===== config.mk =====
export PLATFORM = sky130hd
export DESIGN_NAME = pt_check
export DESIGN_NICKNAME = d
export VERILOG_FILES = /design/src/rtl/pt_check.sv
export SDC_FILE = /design/constraint.sdc
export NUM_CORES = 1
export LEC_CHECK = 0
export ABC_AREA = 1
export CORE_MARGIN = 1
export CORE_UTILIZATION = 48
export CTS_BUF_LIST = sky130_fd_sc_hd__clkbuf_4 sky130_fd_sc_hd__clkbuf_8
export CTS_CLUSTER_DIAMETER = 80
export CTS_CLUSTER_SIZE = 12
export DETAILED_ROUTE_END_ITERATION = 8
export GPL_TIMING_DRIVEN = 0
export PLACE_DENSITY = 0.78
export RECOVER_POWER = 50
export SYNTH_ARGS = -nofsm -noshare
export SYNTH_HDL_FRONTEND = slang
export SYNTH_SLANG_ARGS = --single-unit

===== constraint.sdc =====
create_clock -name clk -period 1.4 [get_ports clk]
set_input_delay 0.28 -clock clk [delete_from_list [all_inputs] [get_ports clk]]
set_output_delay 0.28 -clock clk [all_outputs]
set_load 0.02 [all_outputs]

===== src/rtl/pt_check.sv =====
// pt_check - printable-ASCII checker for a length-prefixed plaintext buffer.
//
// Scans PT memory after the ARC4 decrypt stage has filled it. Byte 0 holds
// the message length L and bytes 1..L hold the message. The scan reports
// whether every message byte lies in LO..HI. If one does not, it reports the
// index of the first byte that fails. The handshake is the same rdy/en
// protocol that arc4 uses.
//
// Ports:
//   clk        system clock, rising-edge active
//   rst        synchronous active-high reset
//   en         start request, accepted when rdy=1
//   rdy        idle and able to accept en
//   pt_addr    PT memory read address (registered)
//   pt_rddata  PT read data, one-cycle latency after pt_addr is sampled
//   valid      last scan passed
//   bad_idx    index of the first failing byte of the last scan (0 on pass)
//
// state | meaning
// ------+---------------------------------------------------------------
// IDLE  | waiting for en; results held
// RLEN  | memory samples address 0 (length byte)
// WLEN  | length byte available; empty message passes at once
// RCH   | memory samples the current message address
// WCH   | message byte available; range check, end test, or advance
// FIN   | one settle cycle before returning to IDLE
module pt_check #(
  parameter logic [7:0] LO = 8'h20,
  parameter logic [7:0] HI = 8'h7E
) (
  input  logic       clk,
  input  logic       rst,
  input  logic       en,
  output logic       rdy,
  output logic [7:0] pt_addr,
  input  logic [7:0] pt_rddata,
  output logic       valid,
  output logic [7:0] bad_idx
);

  typedef enum logic [2:0] {
    S_IDLE,
    S_RLEN,
    S_WLEN,
    S_RCH,
    S_WCH,
    S_FIN
  } state_t;

  state_t     state_q;
  logic [7:0] len_q;
  logic [7:0] addr_q;
  logic [7:0] bad_q;
  logic       valid_q;

  always_ff @(posedge clk) begin
    if (rst) begin
      state_q <= S_IDLE;
      len_q   <= 8'd0;
      addr_q  <= 8'd0;
      bad_q   <= 8'd0;
      valid_q <= 1'b0;
    end else begin
      case (state_q)
        S_IDLE: begin
          if (en) begin
            valid_q <= 1'b0;
            bad_q   <= 8'd0;
            addr_q  <= 8'd0;
            state_q <= S_RLEN;
          end
        end
        S_RLEN: state_q <= S_WLEN;
        S_WLEN: begin
          len_q <= pt_rddata;
          if (pt_rddata == 8'd0) begin
            valid_q <= 1'b1;
            state_q <= S_FIN;
          end else begin
            addr_q  <= 8'd1;
            state_q <= S_RCH;
          end
        end
        S_RCH: state_q <= S_WCH;
        S_WCH: begin
          if ((pt_rddata < LO) || (pt_rddata > HI)) begin
            bad_q   <= addr_q;
            valid_q <= 1'b0;
            state_q <= S_FIN;
          end else if (addr_q == len_q) begin
            // End test precedes the increment, so L=255 stops at 255 without wrapping.
            valid_q <= 1'b1;
            state_q <= S_FIN;
          end else begin
            addr_q  <= addr_q + 8'd1;
            state_q <= S_RCH;
          end
        end
        S_FIN:   state_q <= S_IDLE;
        default: state_q <= S_IDLE;
      endcase
    end
  end

  assign rdy     = (state_q == S_IDLE);
  assign pt_addr = addr_q;
  assign valid   = valid_q;
  assign bad_idx = bad_q;

endmodule


==> metrics, run 1 <==
synthesis-to-layout area growth 52.69%; slack of the critical path -0.1570 ns; Fill cells 211; sequential area share after synthesis 0.3771; dpl cell area 1838 um^2; Crit path max-delay family simple AND/OR/NAND/NOR gates; gr ovfl total 0; multi-input logic area 942.2 um^2; Netlist cell types 25; gr usage total 0.2607; critical path depth 11; later-pin clock latency in the skew report 0.33 ns; Detail Route Antenna Nets 0; Core Footprint 2853 um^2; # nets final 293; first-pass GRT wire length 6782 um; # rows 19; ANT cells 0; WL/cell 14.72 um; Hold Crit Class input port to register; Tcrit/Tclk final 1.112; dominant cell type by area after synthesis dfxtp_1; H-tree levels 1; vias per inst 5.518; die area 3324 um^2; Post-CTS Hold Fix Bufs 0; Final GP Congestion 0.8872; DRT Wirelength 4578 um; RR Startpoint state_q[1]; Max Clock Skew 0.006341 ns; DRC viols 4; CP max stage cell dfxtp_4; Async SR Flop Fraction 0; Hold Vio Cnt, Final 0; CTS tree built; design area 2270 um^2; measured slew at the worst slew-check pin 0.6034 ns; min Tclk post-route 1.557 ns; worst hold path stage count 3; share of cells above drive strength 1 0.3857; clock transition at the registers of the reported paths 0.16 ns; Arrival @ worst endpoint 1.82 ns; antenna violations before repair 0; Yosys top cell area share 0.3771; VDD IR max 0.7080 mV; CTS root buf clkbuf_4; First-pass DRT Iterations 6; Worst Hold Path EP len_q[6]; pwr dens 1302 nW/um^2; crit path launch type register; Setup TNS -1.513 ns; number of flops mapped to enable cells by yosys 0; slew margin rel. 0.5977; Syn Nets 231; top_reg_cell synth dfxtp_1; #FFs+latches synth 28; endpoints failing setup 19; initial core utilization 0.5211; num ports 29; top cells by area, synth dfxtp_1, nand2_1, nor2_1, a21oi_1, inv_1; worst path buffer plus inverter count 3; Ys Warns 0; routed vias 1716; outcome finished with violations; I/O Buffers 28; violated checks design-rule violations, negative setup slack; hpwl dp 2439 um; worst r2r dst pt_addr[0]; critical path peak fanout 5; synthesized instance count 219; unrepaired setup endpoints after global routing true; worst reg2reg path depth 11; Leakage 1.056 nW; FF+latch area 595.6 um^2; CP Capture Type register; Syn Area/Cell 6.787 um^2; sinks on the clock net 28; critical path type register to register; flop2flop setup slack -0.16 ns; min-delay src pt_rddata[6]; vias in the first global route 1512; Syn Std Cell Area 1486 um^2; Max Fclk 642.3 MHz; Setup WS pre-CTS -0.4743 ns; final max-slew violation count 0; total of max-cap violations 0; CP Cell Sequence nor2_4, inv_2, nor2_4, nand2_4, nand2_2, nand2_4, nand4_4, buf_12, buf_8, nand2_2, a21oi_2; cts bufs inserted 3; CP required 1.66 ns; total power 2.956 mW; CTS max path bufs 2; slowest stage delay, CP 0.38 ns; largest net degree at the start of global routing 17; Die Height 57.65 um; Die Wd 57.65 um; DRT iter0 DRCs 130; worst hold margin 0.2573 ns
## state kept, by name, summed over array words and instances, names as in the netlist
| name | flops |
|---|---|
| bad_idx | 8 |
| len_q | 8 |
| pt_addr | 8 |
| state_q | 3 |
| valid | 1 |
## tightest hold or removal path, stage by stage
cell and delay (ns):
dlymetal6s2s_1 0.15, inv_2 0.08, a21oi_1 0.06
## worst max-delay path by stage
stage	slack, ns	from	to
2_1_floorplan	-0.03	state_q[1]	pt_addr[7]
3_3_place_gp	-0.43	pt_rddata[4]	bad_idx[3]
3_5_place_dp	-0.47	pt_rddata[4]	bad_idx[3]
4_1_cts	-0.09	state_q[0]	pt_addr[6]
5_1_grt	-0.23	state_q[1]	pt_addr[0]
6_report	-0.16	state_q[1]	pt_addr[0]
## layout by cell type, fill, tap and decap left out, types with 5 or more instances in the layout
cell type,Yosys,layout
a21oi_1,19,15
a21oi_2,5,9
buf_4,0,25
dfxtp_1,28,18
dfxtp_4,0,9
dlygate4sd2_1,0,12
dlymetal6s2s_1,0,5
inv_1,18,13
inv_2,7,9
nand2_1,47,35
nand2_2,10,16
nand2_4,1,8
nand3_1,12,10
nand4_1,5,5
nor2_1,33,28
o21ai_0,10,10
xnor2_1,5,5
## layout make-up
class,count,area share
Buffer,5,0.01709
Inverter,25,0.04576
Multi-Input combinational cell,162,0.4151
Tap cell,31,0.01709
Sequential cell,28,0.2624
Clock buffer,3,0.009923
Clock inverter,1,0.01323
Timing Repair Buffer,56,0.2194
## Yosys cell counts, types with 2 or more instances
cell type,n
clkbuf_1,3
a31oi_1,2
nor2_1,33
xnor2_1,5
nor2_4,2
nand4_1,5
a21oi_1,19
dfxtp_1,28
inv_1,18
inv_2,7
nand2_1,47
nor3_1,3
nand2_2,10
a21oi_2,5
o21ai_1,2
nand3_1,12
o21ai_0,10
## metal layers
metal / global-route usage / share of wire / vias to the layer above
met4: 0.1054 / 0.021 / 0
li1: - / - / 834
met5: 0 / 0 / -
met1: 0.3282 / 0.41 / 795
met2: 0.4485 / 0.52 / 75
met3: 0.04018 / 0.049 / 12
## repair_timing
action / 4_1_cts / 5_1_grt
gates resized for setup: 61 / 41
gates cloned: 2 / 0
endpoints found under the setup margin: 37 / 30
setup buffers: 15 / 13
pin swaps: 12 / 17
## per-stage QoR
step                      utilization  cells
after floorplan                     -    219
after global routing           0.7956    311
after global placement         0.6443    278
after detailed placement       0.6443    278
final                          0.7956    311
after CTS                      0.7439    299
## logic make-up after synthesis
kind of cell | after synthesis | share of synthesized area
AO/OA/AOI/OAI | 38 | 0.1423
XOR/XNOR | 5 | 0.02946
adder cells (fa/ha/maj) | 1 | 0.008416
buffers and inverters | 30 | 0.08165
flip-flops | 28 | 0.3771
AND/OR/NAND/NOR | 117 | 0.3611
## power breakdown
| group | total [mW] | leakage, nW | switching (mW) | internal, mW |
|---|---|---|---|---|
| logic | 1.42 | 0.793 | 0.807 | 0.614 |
| clock network | 0.537 | 0.0279 | 0.248 | 0.290 |
| registers | 0.997 | 0.235 | 0.0922 | 0.905 |
| total | 2.96 | 1.06 | 1.15 | 1.81 |
(Power assumes the default switching activity.)
==> run 2: changes to the inputs <==
Settings changed: PLACE_DENSITY 0.78 to default, PLACE_DENSITY_LB_ADDON from default to 0.05.
==> run 2 against run 1 <==
  * The run still ends with design-rule violations, negative setup slack left
  * Non-clock buffer count is 9 lower
  * Wire length is 8.5% lower
  * Critical path depth stayed put
  * Via count is 6.7% lower
  * Sequential share of layout area is 0.25 points lower
  * Worst setup slack worse by 0.0078 ns
  * Critical path type unchanged
==> metrics, run 2 (same netlist as run 1, synthesis figures left out) <==
die area 3324 um^2 (unchanged); Leakage 0.9850 nW (-6.7%); CTS root buf clkbuf_4; Detail Route Antenna Nets 0 (unchanged); slew margin rel. 0.5935 (-0.004234); Core Footprint 2853 um^2 (unchanged); Hold Crit Class input port to register; design area 2282 um^2 (+0.55%); dpl cell area 1838 um^2 (unchanged); H-tree levels 1 (unchanged); critical path peak fanout 5 (unchanged); Hold Vio Cnt, Final 0 (unchanged); Die Height 57.65 um (unchanged); gr usage total 0.2598 (-0.0009447); num ports 29 (unchanged); WL/cell 13.87 um (-5.8%); CTS max path bufs 2 (unchanged); ANT cells 0 (unchanged); Die Wd 57.65 um (unchanged); First-pass DRT Iterations 6 (unchanged); unrepaired setup endpoints after global routing true; commonest non-fill, non-tap cell in the layout nand2_1; # rows 19 (unchanged); measured slew at the worst slew-check pin 0.6098 ns (+0.006350 ns); CP Capture Type register; # nets final 284 (-3.1%); clock transition at the registers of the reported paths 0.16 ns (about the same); DRT iter0 DRCs 72 (-45%); crit path launch type register; violated checks design-rule violations, negative setup slack; Max Fclk 639.0 MHz (-0.50%); first-pass GRT wire length 6617 um (-2.4%); vias per inst 5.301 (-3.9%); Setup TNS -1.709 ns (-0.1964 ns); CTS tree built; post-layout util 0.8000 (+0.004386); endpoints failing setup 19 (unchanged); routed vias 1601 (-6.7%); Arrival @ worst endpoint 1.83 ns (about the same); later-pin clock latency in the skew report 0.33 ns (about the same); DRT Wirelength 4188 um (-8.5%); sinks on the clock net 28 (unchanged); I/O Buffers 28 (unchanged); gr ovfl total 0 (unchanged); DRC viols 2 (-2); share of cells above drive strength 1 0.3616 (-0.02409); critical path type register to register; antenna violations before repair 0 (unchanged); largest net degree at the start of global routing 17 (unchanged); most frequent cells in the layout nand2_1, nor2_1, dfxtp_1; slack of the critical path -0.1649 ns (-0.007846 ns); Max Clock Skew 0.01330 ns (+0.006962 ns); cts bufs inserted 3 (unchanged); Tcrit/Tclk final 1.118 (+0.005604); VDD IR max 0.9153 mV (+29%); total power 2.983 mW (+0.92%); initial core utilization 0.5211 (unchanged); hpwl dp 2562 um (+5.1%); outcome finished with violations; worst hold margin 0.3045 ns (+0.04712 ns); Final GP Congestion 0.8421 (-5.1%); pwr dens 1307 nW/um^2 (+0.37%); CP required 1.67 ns (about the same); min Tclk post-route 1.565 ns (+0.007846 ns); vias in the first global route 1474 (-2.5%); synthesis-to-layout area growth 53.54%; total of max-cap violations 0 (unchanged); final max-slew violation count 0 (unchanged)
-- run 2: cell types whose count changed in the layout (fill, tap and decap cells not counted), moves of 3 or more --
cell / before / now
nand2_1: 35 / 39
inv_1: 13 / 16
clkdlybuf4s50_1: 3 / 8
buf_4: 25 / 11
o21ai_2: 0 / 3
dlymetal6s2s_1: 5 / 1
nand2_4: 8 / 4
-- run 2: cell type report --
| cell class | count | area [um^2] |
|---|---|---|
| buffer | 5 | 42.54 |
| clock buffer | 3 | 22.52 |
| clock inverter | 1 | 30.03 |
| fill | 201 | 570.5 |
| inverter | 25 | 108.9 |
| multi-input combinational | 162 | 979.7 |
| sequential | 28 | 593.1 |
| tap | 31 | 38.79 |
| timing repair buffer | 47 | 466.7 |
-- run 2: layer usage --
metal / track usage / wire length, um / up-vias
li1: - / - / 814
met1: 0.3479 / 1961 / 733
met2: 0.4319 / 2005 / 46
met3: 0.02455 / 145 / 8
met4: 0.1088 / 76 / 0
met5: 0 / 0 / -
-- run 2: timing repair --
| action | in CTS | in global routing |
|---|---|---|
| hold buffers | 0 | 0 |
| gates cloned | 2 | 0 |
| setup buffers | 17 | 1 |
| endpoints found under the setup margin | 35 | 32 |
| pin swaps | 11 | 16 |
| gates resized for setup | 67 | 36 |
-- run 2: critical path, cell delays in order (launching register included) --
cell and delay, ns:
dfxtp_4 0.38, nor2_4 0.12, inv_2 0.06, buf_6 0.12, nor2_4 0.15, buf_4 0.14, nand2_2 0.06, nand4_4 0.10
buf_12 0.12, buf_16 0.11, nand2_2 0.05, a21oi_2 0.11
-- run 2: worst paths after layout --
kind                 from         end  slack (ns)  depth (start not counted)
max reg2reg    state_q[1]  pt_addr[4]       -0.16                         11
max            state_q[1]  pt_addr[4]       -0.16                         11
min reg2reg         valid       valid        0.46                          2
min          pt_rddata[5]    len_q[5]        0.30                          3
-- run 2: through the flow --
step | instances | setup WS, ns
3_3_place_gp | 278 | -0.4636
5_1_grt | 302 | -0.2521
6_report | 302 | -0.1649
4_1_cts | 301 | -0.1302
2_1_floorplan | 219 | -0.02799
3_5_place_dp | 278 | -0.5062
-- run 2: power by group --
part           total (mW)  leakage, nW  internal (mW)  switching (mW)
combinational        1.45        0.722          0.668           0.779
sequential           1.00        0.235          0.903          0.0967
clock               0.536       0.0279          0.289           0.247
total                2.98        0.985           1.86            1.12
==> run 3: changes to the inputs <==
Settings changed: REMOVE_ABC_BUFFERS from default to 1.
==> run 3 against run 2 <==
  * The run ends with negative setup slack left
  * Die area unchanged
  * Final cell count down 2.0%
  * Clock power up 2%
  * Clock skew up 0.0041 ns
  * Total power down 8.8%
  * Critical path type unchanged
  * Critical endpoint unchanged
  * Largest cell class unchanged
  * Largest power group unchanged
==> metrics, run 3 (same netlist as run 1, synthesis figures left out) <==
gr usage total 0.2321 (-0.02773); ANT cells 0 (unchanged); DRT Wirelength 4228 um (+0.96%); dpl cell area 1778 um^2 (-3.3%); combinational share of power 0.431 (-0.054); # nets final 278 (-2.1%); DRC viols 0 (-2); gr ovfl total 0 (unchanged); Final GP Congestion 0.8421 (unchanged); unrepaired setup endpoints after global routing true; num ports 29 (unchanged); sw frac 0.3965 (+0.02016); CP dominant cell by count nor2_4; Core Footprint 2853 um^2 (unchanged); synthesis-to-layout area growth 45.88%; worst hold margin 0.4522 ns (+0.1477 ns); min Tclk post-route 1.498 ns (-0.06706 ns); Max Clock Skew 0.01744 ns (+0.004141 ns); WL/cell 14.28 um (+3.0%); Setup WS pre-CTS -0.5284 ns (-0.02219 ns); VDD IR max 1.121 mV (+22%); first-pass GRT wire length 5892 um (-11%); H-tree levels 1 (unchanged); largest net degree at the start of global routing 17 (unchanged); die area 3324 um^2 (unchanged); CTS tree built; CP Cell Sequence nor2_4, inv_2, nor2_4, buf_12, buf_6, nand2_2, nor2_2, nand4_1, a21oi_2; Int Power 1.643 mW (-12%); hpwl dp 2311 um (-9.8%); outcome finished with violations; Crit path max-delay family simple AND/OR/NAND/NOR gates; CP required 1.69 ns (+0.02 ns); CTS root buf clkbuf_4; total of max-cap violations 0 (unchanged); Post-CTS Hold Fix Bufs 0 (unchanged); Hold Vio Cnt, Final 0 (unchanged); Max Fclk 667.6 MHz (+4.5%); critical path type register to register; cts bufs inserted 3 (unchanged); routed vias 1607 (+0.37%); vias per inst 5.429 (+2.4%); measured slew at the worst slew-check pin 0.7017 ns (+0.09190 ns); vias in the first global route 1357 (-7.9%); # rows 19 (unchanged); Fill cells 215 (+7.0%); Die Height 57.65 um (unchanged); Detail Route Antenna Nets 0 (unchanged); post-layout util 0.7601 (-0.03991); initial core utilization 0.5211 (unchanged); slowest stage delay, CP 0.40 ns (+0.02 ns); Tcrit/Tclk final 1.070 (-0.04790); Sequential Power Share 0.369 (+0.034); share of cells above drive strength 1 0.3623 (+0.0006405); sinks on the clock net 28 (unchanged); final max-slew violation count 0 (unchanged); DRT iter0 DRCs 69 (-4.2%); design area 2168 um^2 (-5.0%); Die Wd 57.65 um (unchanged); P_sw 1.079 mW (-3.9%); Hold Crit Class register to register; Arrival @ worst endpoint 1.79 ns (-0.04 ns); Leakage 0.9141 nW (-7.2%); crit path launch type register; slack of the critical path -0.09782 ns (+0.06706 ns); later-pin clock latency in the skew report 0.35 ns (+0.02 ns); CP max stage cell dfxtp_4; worst path buffer plus inverter count 3 (-2); CTS max path bufs 2 (unchanged); violated checks negative setup slack; endpoints failing setup 18 (-1); I/O Buffers 28 (unchanged); First-pass DRT Iterations 5 (-1); clock network power share 0.200 (+0.020); most frequent cells in the layout nand2_1, nor2_1, dfxtp_1; CP Capture Type register; pwr dens 1255 nW/um^2 (-4.0%); commonest non-fill, non-tap cell in the layout nand2_1; antenna violations before repair 0 (unchanged); critical path peak fanout 5 (unchanged); clock transition at the registers of the reported paths 0.16 ns (about the same); slew margin rel. 0.5322 (-0.06127)
run 3: changes by cell type in the layout (fill, tap and decap cells not counted), sizes merged:
cell           change
nand4              +1
clkbuf             -2
dlymetal6s2s       -1
buf                -4
clkdlybuf4s50      +1
clkdlybuf4s15      -1
inv                +1
clkinv             -1
run 3: cell type report:
cell class / instances / area [um^2] / area share
Multi-Input combinational cell: 163 / 984.7 / 0.4541
Inverter: 25 / 103.9 / 0.04789
Timing Repair Buffer: 45 / 395.4 / 0.1823
Clock inverter: 1 / 30.03 / 0.01385
Tap cell: 31 / 38.79 / 0.01789
Clock buffer: 3 / 22.52 / 0.01039
Sequential cell: 28 / 593.1 / 0.2735
run 3: worst paths after layout:
path,startpoint,end,slack [ns],cells past startpoint
setup / recovery,state_q[1],pt_addr[4],-0.1,9
hold / removal,valid,valid,0.45,2
setup reg to reg,state_q[1],pt_addr[4],-0.1,9
hold reg to reg,valid,valid,0.45,2
run 3: repair_timing:
action                     4_1_cts  5_1_grt
gates resized for setup         58       47
setup endpoints to repair       44       27
pin swaps                        4       19
buffers inserted                 7       11
cloned                           2        0
run 3: worst min-delay path, stage by stage (launching register included):
cell and delay [ns]:
dfxtp_1 0.34, inv_1 0.04, a21oi_1 0.05
run 3: power by group through the flow:
stage	clock, mW	sequential [mW]	combinational [mW]
5_1_grt	0.595	1.01	1.27
4_1_cts	0.546	0.994	1.02
3_3_place_gp	0	1.00	0.875
2_1_floorplan	0	1.05	0.564
6_report	0.545	1.00	1.17
3_5_place_dp	0	1.00	0.883
run 3: metal layers:
metal	vias up	share of wire	global-route usage
li1	807	-	-
met1	732	0.43	0.2847
met2	52	0.51	0.3887
met3	16	0.034	0.05357
met4	0	0.026	0.1054
met5	-	0	0
run 3: through the flow:
| step | power, mW | setup TNS [ns] | std cells |
|---|---|---|---|
| 5_1_grt | 2.881 | -2.048 | 296 |
| 3_5_place_dp | 1.888 | -12.65 | 273 |
| 2_1_floorplan | 1.611 | -0.6900 | 214 |
| 6_report | 2.722 | -0.6852 | 296 |
| 3_3_place_gp | 1.878 | -12.79 | 273 |
| 4_1_cts | 2.561 | -0.02629 | 286 |
